**src/rtl/alu_rr_sequencer.sv**
```systemverilog
// Round-robin sequencer sharing one 8-function ALU among NREQ requesters.
// Accepts one request, executes it on the next edge, holds the result until taken.
module alu_rr_sequencer #(
    parameter int WIDTH = 8,
    parameter int NREQ = 4,
    localparam int IDW = (NREQ > 2) ? $clog2(NREQ) : 1
) (
    input  logic                   clk,
    input  logic                   rst_n,
    input  logic [NREQ-1:0]        req_valid,
    output logic [NREQ-1:0]        req_ready,
    input  logic [3*NREQ-1:0]      req_op,
    input  logic [WIDTH*NREQ-1:0]  req_a,
    input  logic [WIDTH*NREQ-1:0]  req_b,
    output logic                   resp_valid,
    input  logic                   resp_ready,
    output logic [WIDTH-1:0]       resp_data,
    output logic [IDW-1:0]         resp_id,
    output logic                   resp_carry,
    output logic                   resp_zero
);

    typedef enum logic [1:0] {
        IDLE,
        EXEC,
        RESP
    } state_t;

    state_t state;
    state_t state_next;

    logic [IDW-1:0]   rr_ptr;
    logic [IDW-1:0]   grant;
    logic [IDW-1:0]   grant_inc;
    logic [IDW:0]     idx_sum;
    logic [IDW:0]     inc_sum;
    logic             found;
    logic             accept;

    logic [2:0]       op_q;
    logic [WIDTH-1:0] a_q;
    logic [WIDTH-1:0] b_q;
    logic [IDW-1:0]   id_q;

    logic [WIDTH:0]   sum_w;
    logic [WIDTH:0]   diff_w;
    logic [WIDTH-1:0] alu_res;
    logic             alu_carry;

    // Search starts at rr_ptr and wraps; the first valid requester wins.
    always_comb begin
        grant   = '0;
        found   = 1'b0;
        idx_sum = '0;
        for (int i = 0; i < NREQ; i++) begin
            idx_sum = {1'b0, rr_ptr} + (IDW+1)'(i);
            if (idx_sum >= (IDW+1)'(NREQ)) begin
                idx_sum = idx_sum - (IDW+1)'(NREQ);
            end
            if (!found && req_valid[idx_sum[IDW-1:0]]) begin
                found = 1'b1;
                grant = idx_sum[IDW-1:0];
            end
        end
    end

    always_comb begin
        inc_sum   = {1'b0, grant} + (IDW+1)'(1);
        grant_inc = inc_sum[IDW-1:0];
        if (inc_sum >= (IDW+1)'(NREQ)) begin
            grant_inc = '0;
        end
    end

    assign accept = rst_n && (state == IDLE) && found;

    always_comb begin
        req_ready = '0;
        if (accept) begin
            req_ready[grant] = 1'b1;
        end
    end

    always_comb begin
        state_next = state;
        case (state)
            IDLE: if (accept) state_next = EXEC;
            EXEC: state_next = RESP;
            RESP: if (resp_ready) state_next = IDLE;
            default: state_next = IDLE;
        endcase
    end

    always_ff @(posedge clk) begin
        if (!rst_n) begin
            state <= IDLE;
        end else begin
            state <= state_next;
        end
    end

    // Operand capture needs no reset: it is only consumed after an accept.
    always_ff @(posedge clk) begin
        if (accept) begin
            op_q <= req_op[3*grant +: 3];
            a_q  <= req_a[WIDTH*grant +: WIDTH];
            b_q  <= req_b[WIDTH*grant +: WIDTH];
            id_q <= grant;
        end
    end

    always_comb begin
        sum_w     = {1'b0, a_q} + {1'b0, b_q};
        diff_w    = {1'b0, a_q} - {1'b0, b_q};
        alu_res   = '0;
        alu_carry = 1'b0;
        case (op_q)
            3'b000: begin
                alu_res   = sum_w[WIDTH-1:0];
                alu_carry = sum_w[WIDTH];
            end
            3'b001: begin
                alu_res   = diff_w[WIDTH-1:0];
                alu_carry = ~diff_w[WIDTH];
            end
            3'b010: alu_res = a_q & b_q;
            3'b011: alu_res = a_q | b_q;
            3'b100: alu_res = a_q ^ b_q;
            3'b101: alu_res = ~(a_q & b_q);
            3'b110: alu_res = ~(a_q | b_q);
            3'b111: alu_res = ~(a_q ^ b_q);
            default: alu_res = '0;
        endcase
    end

    always_ff @(posedge clk) begin
        if (!rst_n) begin
            rr_ptr     <= '0;
            resp_valid <= 1'b0;
            resp_data  <= '0;
            resp_id    <= '0;
            resp_carry <= 1'b0;
            resp_zero  <= 1'b0;
        end else begin
            if (accept) begin
                rr_ptr <= grant_inc;
            end
            if (state == EXEC) begin
                resp_valid <= 1'b1;
                resp_data  <= alu_res;
                resp_id    <= id_q;
                resp_carry <= alu_carry;
                resp_zero  <= (alu_res == '0);
            end else if (state == RESP && resp_ready) begin
                resp_valid <= 1'b0;
            end
        end
    end

endmodule

```
**config.mk**
```make
export PLATFORM = sky130hd
export DESIGN_NAME = alu_rr_sequencer
export DESIGN_NICKNAME = d
export VERILOG_FILES = /design/src/rtl/alu_rr_sequencer.sv
export SDC_FILE = /design/constraint.sdc
export NUM_CORES = 1
export LEC_CHECK = 0
export ABC_AREA = 1
export BUFFER_PORTS_ARGS = -buffer_cell sky130_fd_sc_hd__buf_2
export CORE_UTILIZATION = 54
export CTS_CLUSTER_DIAMETER = 40
export DETAILED_ROUTE_END_ITERATION = 8
export PLACE_DENSITY_LB_ADDON = 0.1
export SETUP_SLACK_MARGIN = 0.5
export SLEW_MARGIN = 10
export SYNTH_ARGS = -nofsm -noshare
export SYNTH_HDL_FRONTEND = slang
export SYNTH_SLANG_ARGS = --single-unit
```
**constraint.sdc**
```tcl
create_clock -name clk -period 2.6 [get_ports clk]
set_input_delay 0.26 -clock clk [delete_from_list [all_inputs] [get_ports clk]]
set_output_delay 0.26 -clock clk [all_outputs]
set_load 0.03 [all_outputs]
```
==> results by group, run 1 <==
Status
  – Status: completed

Synth
  – EDFF count, synth: 21
  – Post-Syn Area: roughly 3700 sq um
  – Top-area cell type share of the netlist area: 19.9%
  – Top cells by count, synth: nand2_1, inv_1, nor2_1
  – Yosys synthesis warning count: 0
  – Syn Inst Count: 608
  – Seq cells post-synth: 38
  – Ys flop type: edfxtp_1
  – Syn_nets: between 700 and 800
  – Count of cell types in the netlist: 36
  – Async SR Flop Fraction: 0%
  – Yosys top cell by area: nand2_1
  – Most common cell in the netlist: nand2_1
  – Top cells by area, synth: nand2_1, edfxtp_1, inv_1
  – Sequential area share after synthesis: about a quarter
  – Syn Area/Cell: ~6 sq um

Critical path
  – Worst path required time: between 2000 and 2500 ps
  – Crit Path Max Fanout: 5
  – Worst Setup SP: rr_ptr[0]
  – R2r startpoint: rr_ptr[0]
  – Setup CP Type: reg -> out
  – Startpoint class of the critical path: register
  – Arr. time, crit path: roughly 2300 ps
  – CP Capture Type: output pin

Route
  – Routed vias: roughly 4400
  – DR WL/cell: 15.6 um
  – Via density: around 5.5
  – Initial drt markers: about 260
  – Drt first pass iters: 5
  – Post-route DRC: 0
  – Antenna-violating nets left: 0
  – Total Wirelength: around 13000 um

Global routing
  – Pin count of the biggest net entering global routing: 39
  – Gr usage total: about a third
  – Initial antenna violation count: 0
  – Overflow after GRT: 0
  – First-pass GRT wire length: about 19000 um
  – Vias in the first global route: 4020

STA
  – Slew Limit Fails: 0
  – Post-route minimum period: between 2000 and 3000 ps
  – Highest Clock Rate: approximately 390 MHz
  – RSZ-0062 raised after global routing: true
  – # setup viols final: 0
  – Slew margin rel.: about three fifths
  – Least-Margin Pin Slew: a little under 600 ps
  – Setup WS post-layout: 20.3 ps
  – Period Utilization, post-route: between 90 and 100%
  – Clock skew: 13.5 ps
  – Hold Vio Cnt, Final: 0

Clock tree
  – Hold-fix buffers, CTS: 0
  – Clk sinks: 38
  – Clock Path Buffers: 2
  – Clock slew at reported path FFs: 90 ps
  – CTS tree: yes
  – Worst-Skew Late Latency: roughly 310 ps
  – CTS Root Cell: clkbuf_8
  – H-tree Lvls: 2
  – TritonCTS buffer count: 5

Floorplan
  – Die ar.: between 7000 and 8000 sq um
  – Site Rows: 29
  – Core Area: between 6000 and 7000 sq um
  – Die X: 85.0 um
  – Die H: between 80 and 90 um
  – Initial core utilization: a little under three fifths
  – # IOs: 100

Cells and area
  – Ant. Diodes: 0
  – Area delta synth->final: 36.6%
  – Fin nets: around 840
  – Layout Utilization: about four fifths
  – Layout cell share with drive strength beyond 1: between 30% and 40%
  – Finished Cell Area: between 5000 and 6000 sq um

Place
  – DP Wirelength: 7750 um
  – PortBufs: 99
  – GP Congestion: ~0.92
  – Pre-CTS setup slack: ~77 ps
  – Placed Area: about 4300 sq um

Run
  – Max Cap Violations: 0

Hold path
  – Worst hold path class: in -> reg
  – HP Start: resp_ready
-- cell usage in the layout, fill, tap and decap left out, types with 3 or more instances in the layout --
cell       netlist  layout
nand2_1        197     192
nor2_1          58      45
dfxtp_1         17      15
xor2_1           3       3
ha_2             0       4
nand4_1         10      10
nor2_4           0       7
clkbuf_16        0       3
ha_1            28      18
inv_2            2      12
a21oi_2          2       4
buf_4            1      28
a21oi_1         20      17
nor3_1           4       4
clkbuf_8         0       5
nor2_2           1       7
buf_6            2       8
buf_12           1       4
nand3_1         48      46
ha_4             0       6
edfxtp_1        21      21
inv_1          108      96
buf_2            8      95
nand2_4          0       5
o21ai_4          0       4
o21ai_0         33      29
nand2_2         14      14
-- area by class of cell --
type	instances	area (sq um)
Clock inverter	1	8.76
Sequential cell	38	978
Inverter	110	419
Clock buffer	7	119
Timing Repair Buffer	139	973
Multi-Input combinational cell	437	2490
Fill cell	434	1410
Tap cell	77	96.3
-- critical path, cell delays in order (launching register included) --
cell and delay [ps]:
dfxtp_4 400, buf_6 150, o21ai_4 170, nor2_4 70
a21oi_4 180, nand2_4 90, nor2_4 140, nand2_4 80
o21ai_4 180, ha_1 200, inv_1 80, nor2_4 110
buf_6 140
-- sequential cells by signal, summed over array words and instances, names as in the netlist --
name and count:
a_q 8, resp_carry 1, b_q 8, op_q 3, resp_valid 1, state 2
resp_data 8, id_q 2, resp_id 2, rr_ptr 2, resp_zero 1
-- through the flow --
stage	TNS, ps	std cells	hold slack [ps]
global placement	0	768	446
CTS	0	797	234
detailed placement	0	768	455
finish	0	809	247
floorplan	0	608	398
global route	-115	809	251
-- cells by family after synthesis --
family / synth area share, %
buffers and inverters: 14.6
AOI/OAI and AO/OA: 9.92
xor gates and xnor gates: 1.38
DFF: 26.1
adders and majority gates: 10.5
and+or+nand+nor: 37.5
-- path summary, 6_finish.rpt --
kind,end,slack (ps),depth (start not counted)
setup reg to reg,a_q[4],100,14
hold reg to reg,resp_valid,470,2
hold / removal,state[1],250,3
setup / recovery,req_ready[0],20,12
-- repair_timing --
item | CTS | global route
buffers inserted | 18 | 10
endpoints found under the setup margin | 48 | 51
gates cloned | 3 | 2
pin swaps | 14 | 10
resized for setup | 56 | 36
-- layer usage --
metal  vias up  routed length (um)  share of wire [%]  track usage (%)
met4         0                 626                5.0             18.6
met2       279                6150                 49             53.5
met1      1978                4960                 39             40.6
met3        57                 852                6.8             3.21
met5         -                   0                  0                0
li1       2130                   -                  -                -
Power of run 1 is not shown: default switching activity piles up to over one toggle a cycle in this logic, so the estimate is an artifact.
==> run 2, diff against run 1 <==
--- a/config.mk
+++ b/config.mk
@@ -5,9 +5,8 @@
 export SDC_FILE = /design/constraint.sdc
 export NUM_CORES = 1
 export LEC_CHECK = 0
-export ABC_AREA = 1
 export BUFFER_PORTS_ARGS = -buffer_cell sky130_fd_sc_hd__buf_2
-export CORE_UTILIZATION = 54
+export CORE_UTILIZATION = 53
 export CTS_CLUSTER_DIAMETER = 40
 export DETAILED_ROUTE_END_ITERATION = 8
 export PLACE_DENSITY_LB_ADDON = 0.1
==> run 2 against run 1 <==
  * Design area decreased by 6.6%
  * Via count fell by 13%
  * Register-to-register slack gained 80 ps
  * Setup slack better by 150 ps
  * Sequential share of layout area rose by 1.3 points
  * Utilization is 0.39 points lower
  * Critical endpoint is now resp_zero
==> results by group, run 2 <==
Pwr
  – Maximum vdd ir drop: ~390 uV
  – PwrDens: just under 600 nW/um^2
  – LEAKAGE: 0.00224 uW

Synth
  – Top cells by area, synth: edfxtp_1, nand2_1, ha_1
  – Count of cell types in the netlist: 61 (+69%)
  – Post-Syn Area: 3440 sq um (-7.6%)
  – Top cells by count, synth: nand2_1, inv_1, nor2_1
  – Seq cells post-synth: 38 (unchanged)
  – Post-synthesis mux area share: 3.31% (+3.3 points)
  – Syn Inst Count: 449 (-26%)
  – Yosys top cell by area: edfxtp_1
  – Async SR Flop Fraction: 0% (unchanged)
  – Ys flop type: edfxtp_1
  – Most common cell in the netlist: nand2_1
  – EDFF count, synth: 21 (unchanged)
  – Syn_nets: 562 (-22%)
  – Post-Synth XOR/XNOR Area: 1.27% (-0.11 points)
  – Yosys synthesis warning count: 0 (unchanged)
  – Largest family of logic cells by synthesized area: simple AND/OR/NAND/NOR gates
  – Sequential area share after synthesis: 28.2% (+2.1 points)
  – Area fraction in compound gates after synthesis: 22.1% (+12 points)
  – Top-area cell type share of the netlist area: 18.3% (-1.5 points)
  – Simple logic cell fraction of the synthesized area: 26.4% (-11 points)
  – Adder-cell area share of the yosys netlist: 11.3% (+0.86 points)
  – Syn Area/Cell: 7.66 sq um (+25%)

Route
  – Initial drt markers: 238 (-7.8%)
  – Drt first pass iters: 5 (unchanged)
  – Post-route DRC: 0 (unchanged)
  – Antenna-violating nets left: 0 (unchanged)
  – Via density: 5.94 (+8.1%)
  – DR WL/cell: 17.4 um (+12%)
  – Total Wirelength: 11300 um (-10%)
  – Routed vias: 3873 (-13%)

Cells and area
  – Commonest non-fill, non-tap cell in the layout: nand2_1
  – Layout Utilization: 77.9% (-0.39 points)
  – Commonest non-fill, non-tap cells in the layout: nand2_1, buf_2, buf_4
  – # fillers: 412 (-5.1%)
  – Top Registers: a_q (8), b_q (8), resp_data (8)
  – Ant. Diodes: 0 (unchanged)
  – Layout cell share with drive strength beyond 1: 36.2% (+5.9 points)
  – Area delta synth->final: 38.0%
  – Fin nets: 689 (-18%)

Floorplan
  – Die X: 82.6 um (-2.9%)
  – Site Rows: 28 (-3.4%)
  – Core Area: 6100 sq um (-6.1%)
  – Die H: 82.6 um (-2.9%)
  – Die ar.: 6820 sq um (-5.7%)
  – Initial core utilization: 56.4% (-0.87 points)
  – # IOs: 100 (unchanged)

Global routing
  – First-pass GRT wire length: 15800 um (-15%)
  – Gr usage total: 30.8% (-1.4 points)
  – Pin count of the biggest net entering global routing: 39 (unchanged)
  – Vias in the first global route: 3378 (-16%)
  – Initial antenna violation count: 0 (unchanged)
  – Overflow after GRT: 0 (unchanged)

STA
  – Clock skew: 12.9 ps (-0.565 ps)
  – Slew Limit Fails: 0 (unchanged)
  – RSZ-0062 raised after global routing: true
  – # setup viols final: 0 (unchanged)
  – Highest Clock Rate: 412 MHz (+6.4%)
  – Post-route minimum period: 2420 ps (-155 ps)
  – Period Utilization, post-route: 93.3% (-6.0 points)
  – Hold Vio Cnt, Final: 0 (unchanged)
  – Slew margin rel.: 59.1% (-1.6 points)
  – Post-route setup TNS: 0 ps (unchanged)
  – Least-Margin Pin Slew: 612 ps (+24.9 ps)

Place
  – DP Wirelength: 7240 um (-6.5%)
  – GP Congestion: 0.914 (-0.36%)
  – PortBufs: 99 (unchanged)

Clock tree
  – Worst-Skew Late Latency: 300 ps (about the same)
  – Hold-fix buffers, CTS: 0 (unchanged)
  – Clk sinks: 38 (unchanged)
  – CTS Root Cell: clkbuf_8
  – Clock slew at reported path FFs: 80 ps (about the same)
  – Clock Path Buffers: 2 (unchanged)
  – TritonCTS buffer count: 5 (unchanged)
  – CTS tree: yes
  – H-tree Lvls: 2 (unchanged)

Hold path
  – Worst hold path class: in -> reg

Critical path
  – CP Capture Type: register
  – Arr. time, crit path: 2610 ps (+290 ps)
  – Startpoint class of the critical path: register
  – Worst path required time: 2790 ps (+450 ps)
  – Crit Path Max Fanout: 3 (-2)
  – Setup CP Type: reg -> reg

Run
  – Max Cap Violations: 0 (unchanged)

Status
  – Status: completed
==> run 2: cell count changes after synthesis, sizes merged, moves of 6 or more <==
cell and change:
a211oi +6, nand2b +9, a21oi +6, nand3 -45, and3 +21, o21ai -25
inv -78, a31oi +20, nor2b +7, nand2 -112, nor2 -30, mux2i +8
a21o +9, nand4 -9
==> run 2: cells by family after synthesis <==
| group | count (synthesis) |
|---|---|
| simple gates | 194 |
| compound gates | 110 |
| buf+inv | 61 |
| flops | 38 |
| fa+ha+maj | 30 |
| mux | 11 |
| xor+xnor | 5 |
==> run 2: layer usage <==
metal  up-vias  track usage (%)  share of wire, %
li1       1829                -                 -
met1      1802             37.2                40
met2       206             52.6                51
met3        36             4.62               6.5
met4         0             16.2               3.1
met5         -                0                 0
==> run 2: report_power, final <==
part           switching (uW)  internal (uW)  leakage [uW]
Clock                     214            274     0.0000566
Combinational             845            689       0.00184
Sequential               61.4            730      0.000338
==> run 2: cell type report <==
type | instances | area (sq um) | area share (%)
sequential | 38 | 975 | 20.5
clock buffer | 8 | 111 | 2.34
tap | 75 | 93.8 | 1.98
timing repair inverter | 1 | 7.51 | 0.158
inverter | 32 | 128 | 2.69
multi-input combinational | 350 | 2460 | 51.8
timing repair buffer | 148 | 976 | 20.5
==> run 2: final timing paths <==
path	to	from	slack, ps	cells after the start
worst min-delay path	resp_data[7]	rst_n	250	2
worst max register to register	resp_zero	a_q[1]	180	9
worst max-delay path	resp_zero	a_q[1]	180	9
worst min register to register	resp_id[0]	resp_id[0]	480	2
==> run 2: worst max-delay path, stage by stage (launching register included) <==
cell and delay [ps]:
edfxtp_1 450, buf_4 180, fa_2 400, a21o_1 220, a221oi_2 300, xnor2_1 170
nor3_2 80, or3_1 350, nand4_1 110, o31ai_2 60
==> run 2: through the flow <==
step                setup slack (ps)  instance area (sq um)  std cells  power [uW]  hold slack, ps
floorplan                        382                   3470        449        1630             382
global placement                 231                   4030        605        1930             446
detailed placement               168                   4030        605        1950             450
CTS                              254                   4390        632        2560             251
global route                     106                   4750        652        2950             266
finish                           175                   4750        652        2810             252
==> run 2: timing repair <==
item                                    CTS  global route
gates cloned                              3             1
endpoints found under the setup margin   11            32
gates resized for setup                  21            49
buffers inserted                         16            19
pin swaps                                13            30
Power figures use the tool's default switching activity.
